==> src/rtl/regfile_wb_sched.sv <==
// Register-file write-port scheduler: arbitrates pipeline writeback against a held
// long-latency result, and keeps a busy scoreboard for decode hazard detection.
module regfile_wb_sched #(
    parameter int unsigned STARVE_LIMIT = 4
) (
    input  logic        clk,
    input  logic        rst,
    input  logic        wb_en,
    input  logic [4:0]  wb_addr,
    input  logic [31:0] wb_data,
    output logic        wb_stall,
    input  logic        lu_issue,
    input  logic [4:0]  lu_issue_addr,
    input  logic        lu_valid,
    input  logic [4:0]  lu_addr,
    input  logic [31:0] lu_data,
    output logic        lu_ready,
    input  logic [4:0]  id_rs1,
    input  logic [4:0]  id_rs2,
    input  logic [4:0]  id_rd,
    output logic        hazard_stall,
    output logic        RegWEn,
    output logic [4:0]  AddrD,
    output logic [31:0] DataD
);

    localparam logic [3:0] StarveLim = 4'(STARVE_LIMIT);

    logic        hold_valid_q, hold_valid_d;
    logic [4:0]  hold_addr_q, hold_addr_d;
    logic [31:0] hold_data_q, hold_data_d;
    logic [31:0] busy_q, busy_d;
    logic [3:0]  starve_cnt_q, starve_cnt_d;
    logic        prio;
    logic        hold_drain;

    always_comb begin
        prio       = hold_valid_q && (starve_cnt_q >= StarveLim);
        hold_drain = hold_valid_q && (prio || !wb_en);
        AddrD      = hold_drain ? hold_addr_q : wb_addr;
        DataD      = hold_drain ? hold_data_q : wb_data;
        wb_stall   = !rst && wb_en && hold_drain;
        lu_ready   = !rst && (!hold_valid_q || hold_drain);
        // x0 writes are dropped at the port but the source still counts as served
        RegWEn     = !rst && (hold_drain || wb_en) && (AddrD != 5'd0);
        hazard_stall = !rst && (busy_q[id_rs1] || busy_q[id_rs2] || busy_q[id_rd]);
    end

    always_comb begin
        hold_valid_d = hold_valid_q;
        hold_addr_d  = hold_addr_q;
        hold_data_d  = hold_data_q;
        if (hold_drain) begin
            hold_valid_d = 1'b0;
        end
        if (lu_valid && lu_ready) begin
            hold_valid_d = 1'b1;
            hold_addr_d  = lu_addr;
            hold_data_d  = lu_data;
        end

        starve_cnt_d = starve_cnt_q;
        if (!hold_valid_q || hold_drain) begin
            starve_cnt_d = 4'd0;
        end else if (wb_en && (starve_cnt_q != 4'hF)) begin
            starve_cnt_d = starve_cnt_q + 4'd1;
        end

        // Set after clear so a same-edge re-issue keeps the register busy
        busy_d = busy_q;
        if (hold_drain) begin
            busy_d[hold_addr_q] = 1'b0;
        end
        if (lu_issue && (lu_issue_addr != 5'd0)) begin
            busy_d[lu_issue_addr] = 1'b1;
        end
        busy_d[0] = 1'b0;
    end

    always_ff @(posedge clk) begin
        if (rst) begin
            hold_valid_q <= 1'b0;
            hold_addr_q  <= 5'd0;
            hold_data_q  <= 32'd0;
            busy_q       <= 32'd0;
            starve_cnt_q <= 4'd0;
        end else begin
            hold_valid_q <= hold_valid_d;
            hold_addr_q  <= hold_addr_d;
            hold_data_q  <= hold_data_d;
            busy_q       <= busy_d;
            starve_cnt_q <= starve_cnt_d;
        end
    end

endmodule

==> config.mk <==
export PLATFORM = sky130hd
export DESIGN_NAME = regfile_wb_sched
export DESIGN_NICKNAME = d
export VERILOG_FILES = /design/src/rtl/regfile_wb_sched.sv
export SDC_FILE = /design/constraint.sdc
export NUM_CORES = 1
export LEC_CHECK = 0
export ABC_AREA = 1
export CAP_MARGIN = 20
export CORE_MARGIN = 3
export CORE_UTILIZATION = 43
export DETAILED_ROUTE_END_ITERATION = 8
export PLACE_DENSITY = 0.76
export SYNTH_ARGS = -nofsm -noshare
export SYNTH_HDL_FRONTEND = slang
export SYNTH_SLANG_ARGS = --single-unit
==> constraint.sdc <==
create_clock -name clk -period 1.9 [get_ports clk]
set_clock_uncertainty 0.1 [all_clocks]
set_input_delay 0.475 -clock clk [delete_from_list [all_inputs] [get_ports clk]]
set_output_delay 0.475 -clock clk [all_outputs]
set_load 0.02 [all_outputs]
Word-level counts from Yosys, hierarchy flattened. Index checks and enable logic that the tools add are counted.

Register bits: 74. Output and inout port bits: 41.

Add/sub/neg operators: 1. $lt $le $gt $ge: 8. Equal/unequal tests: 1. Mux-type cells: 16. Bitwise logic cells: 3. Reductions and logical operators: 25.

Operators by type and width (number): 2-to-1 mux 32 bit (3); bitwise AND 32 bit (1); NOT 32 bit (1); bitwise OR 32 bit (1); < comparator 5 x 6 -> 1 bit, second input constant (5); binary-select mux 1 bit (select 5 bit) (3); logical AND 1 bit (13); demux 1 bit (select 5 bit) (2); greater-or-equal comparator 5 x 1 -> 1 bit, second input constant (2); nonzero test 5 bit (2); 2-to-1 mux 1 bit (7); logical OR 1 bit (5); 2-to-1 mux 5 bit (1); adder 4 x 1 -> 4 bit, second input constant (1); greater-or-equal comparator 4 x 3 -> 1 bit, second input constant (1); inequality test 4 bit, second input constant (1); zero test 1 bit (3); nonzero test 2 bit (1); OR reduction 2 bit (1).

Depth between registers and ports, before layout.
Depth after elaboration: 9. Depth in mapped cells: 13. Mapped depth without buffers: 11.

Worst setup path after synthesis. No wires, ideal clock.

Path type: input-to-output. From: in wb_en. To: out RegWEn. Arrival: 1838 ps. Data required time: 1325 ps. Slack: -513 ps. Stages on the path: 5. Buffers on the path: 0. Cells stage by stage: a31oi_4 > inv_4 > o21ai_0 > nor3_1 > a21oi_1.

Cells in the longest elaborated chain, start to end: 6. Elaborated cells between the ends (all ways): 8.

Ends and longest elaborated chain: start: declaration (RTL line 8) `input logic wb_en,`; zero test 1 bit (RTL line 39) `hold_drain = hold_valid_q && (prio || !wb_en);`; logical OR 1 bit (RTL line 39); logical AND 1 bit (RTL line 39); 2-to-1 mux 5 bit (RTL line 40) `AddrD = hold_drain ? hold_addr_q : wb_addr;`; named net AddrD[3] (RTL line 23) `output logic [4:0] AddrD,`; nonzero test 5 bit (RTL line 45) `RegWEn = !rst && (hold_drain || wb_en) && (AddrD != 5'd0);`; logical AND 1 bit (RTL line 45); end: declaration (RTL line 22) `output logic RegWEn,`.

The timed path passes the listed nets, and every way through them passes these cells.

Worst setup path in the final report.
From: in wb_en. To: out DataD[0].

Cells in the longest elaborated chain, start to end: 4.

Ends and longest elaborated chain: zero test 1 bit (RTL line 39); logical OR 1 bit (RTL line 39); logical AND 1 bit (RTL line 39); 2-to-1 mux 32 bit (RTL line 41) `DataD = hold_drain ? hold_data_q : wb_data;`; end: declaration (RTL line 24) `output logic [31:0] DataD`.

Every way passes these cells.

==> impl_metrics.toml <==
[run_status]
status = "finished, violations left"
violations = "setup timing"

[sta]
finalWorstSetupSlack_ps = -473
hold_slack_ps = 367
fin_crit_sh_pct = 125
rsz0062_at_grt = "true"
slew_violations = 0
finalSetupViolCount = 40
max_clock_freq_mhz = 421
final-hold-violation-count = 0
period_needed_ps = 2370

[global_route]
grtUsageTotal_pct = 28.2
grt_first_pass_wirelength_mm = 25.7
antenna_found_initial = 0
grt_pass1_vias = 5413
grt_max_degree = 42
globalRoute.totalOverflow = 0

[yosys]
seq_area_frac_synth_pct = 33.3
synthDistinctLibCells = 28
synth_compound_area_share_pct = 22.3
synth_xor_area_share_pct = 0
synth-simple-area-share_pct = 29.6
yosys.area_share.adder_pct = 0.285
syn_area_per_cell_sq_um = 6.29
netlist_area_sq_um = 4390
syn_inst = 699
synthMuxAreaShare_pct = 0
synth_seq_cells = 73
syn_nets = 799
synth_top_family_by_area = "simple AND/OR/NAND/NOR gates"
synth-warning-count = 0

[die]
core_sq_um = 9860
die_w_um = 107
die_area_sq_um = 11500
io_pins = 140
initial_utilization_pct = 44.5
die_h_um = 107
row_count = 36

[route]
vias = 5389
viasPerCell = 5.29
wire_per_inst_um = 16.2
post-route-drc-count = 0
drtAntennaViolNets = 0
first_pass_iters = 5
drt-total-wl_mm = 16.5
drtIter0Drc = 364

[cts]
cts_tree = "yes"
root_buffer = "clkbuf_8"
cts.sinks = 73
cts_buffers = 9
clock_latency_ps = 350
clk_path_buf_depth = 2
htree_levels = 3
ctsHoldBuffers = 0
path_clk_slew_ps = 80

[worst_setup_path]
arrival_ps = 1800
worst_path_largest_cell_delay_ps = 280
crit_chain = "dlygate4sd2_1 -> a31oi_4 -> clkinv_4 -> buf_4 -> clkbuf_16 -> nand2_1 -> o21ai_2 -> buf_4"
cp_max_fo = 8
critPathRequiredTime_ps = 1320
crit_path_frequent_cell = "buf_4"
path_buf_inv = 5
crit_type = "in -> out"
crit_family = "buffers and inverters"
crit_path_end_kind = "output port"
worst_path_max_delay_cell = "a31oi_4"
critPathLaunchType = "primary input"

[pwr]
p_leak_nw = 2.95
max-vdd-ir-drop_mv = 0.426
p_per_area_nw_per_um2 = 597
p_total_mw = 4.20

[place]
hpwl_mm = 11.8
routabilityCongestion = 0.953
io_buffers = 139

[layout]
nets = 981
area_delta_synth_final_pct = 60.3
nFillCells = 791
drive_above_1_share_pct = 28.4
antenna_cells = 0

[run]
drv_cap = 0

[worst_hold_path]
hold_path_class = "reg -> reg"
per-stage QoR:
stage | cells | cell area [sq um] | TNS, ps | util (%) | worst slack, ps
floorplan | 699 | 4630 | -1730 | - | -134
global placement | 985 | 6350 | -61290 | 64.4 | -1160
detailed placement | 985 | 6350 | -63320 | 64.4 | -1180
CTS | 1010 | 6770 | -13070 | 68.7 | -477
global route | 1019 | 7040 | -19940 | 71.4 | -549
finish | 1019 | 7040 | -17240 | 71.4 | -473
kinds of logic after synthesis:
logic type / count (synthesis)
simple gates: 310
compound gates: 183
buf+inv: 131
flops: 73
fa+ha+maj: 1
other cells: 1
cell usage in the layout, fill, tap and decap left out, types with 4 or more instances in the layout:
master             n
a21oi_2           12
nor2_1            13
buf_2              4
clkbuf_8          11
inv_2             11
dfxtp_4            6
nand3_1           80
buf_12             8
dlygate4sd2_1      7
buf_4             59
o21ai_2           16
inv_1             80
o21ai_4           13
nand2_4            5
o21ai_1           20
dfxtp_2           25
nand2_1          180
nand2_2           16
nand3_2            5
dfxtp_1           42
a21oi_1           62
o21ai_0           57
clkdlybuf4s50_1   86
buf_6             34
timing repair:
action / in CTS / in global routing
setup buffers: 5 / 8
setup endpoints to repair: 41 / 41
cloned: 4 / 3
resized for setup: 315 / 59
pin swaps: 19 / 11
tightest hold or removal path, stage by stage, from the launching register on:
cell,delay (ps)
dfxtp_1,310
inv_1,80
a21oi_2,50
path summary, 6_finish.rpt:
kind / cells after the start / start / slack (ps) / to
max: 8 / wb_en / -470 / DataD[0]
min: 2 / hold_data_q[29] / 370 / hold_data_q[29]
max reg2reg: 8 / starve_cnt_q[3] / 150 / busy_q[8]
min reg2reg: 2 / hold_data_q[29] / 370 / hold_data_q[29]
flip-flops by register name, summed over array words and instances (netlist names):
signal and count:
busy_q 31, hold_valid_q 1, starve_cnt_q 4, hold_addr_q 5
hold_data_q 32
cells in the mapped netlist (all sizes together):
master | number | area, sq um
a211oi | 1 | 7.51
a21oi | 75 | 417
a31oi | 1 | 21.3
buf | 29 | 248
clkbuf | 7 | 26.3
conb | 1 | 3.75
dfxtp | 73 | 1460
ha | 1 | 12.5
inv | 95 | 362
nand2 | 201 | 762
nand3 | 85 | 425
nand3b | 1 | 7.51
nand4 | 1 | 12.5
nor2 | 16 | 60.1
nor3 | 3 | 15.0
o21ai | 106 | 534
or2 | 3 | 18.8
final cells by class:
class / instances / area (sq um) / area share (%)
Clock inverter: 5 / 85.1 / 1.21
Sequential cell: 73 / 1520 / 21.5
Inverter: 95 / 387 / 5.49
Clock buffer: 11 / 151 / 2.15
Multi-Input combinational cell: 495 / 2630 / 37.3
Tap cell: 133 / 166 / 2.36
Timing Repair Buffer: 207 / 2110 / 29.9
routing by layer:
| metal | routed length (um) | GRT usage (%) | part of all wire [%] | vias up |
|---|---|---|---|---|
| met4 | 550 | 10.1 | 3.3 | 0 |
| met2 | 8250 | 48.9 | 50 | 241 |
| met1 | 6500 | 33.4 | 39 | 2468 |
| met5 | 0 | 0 | 0 | - |
| li1 | - | - | - | 2630 |
| met3 | 1200 | 7.22 | 7.2 | 50 |
power breakdown:
| group | switching, mW | internal, mW |
|---|---|---|
| combinational | 0.586 | 0.568 |
| clock | 0.613 | 0.818 |
| sequential | 0.0321 | 1.59 |
No activity file was read; power rests on OpenSTA's default activity.
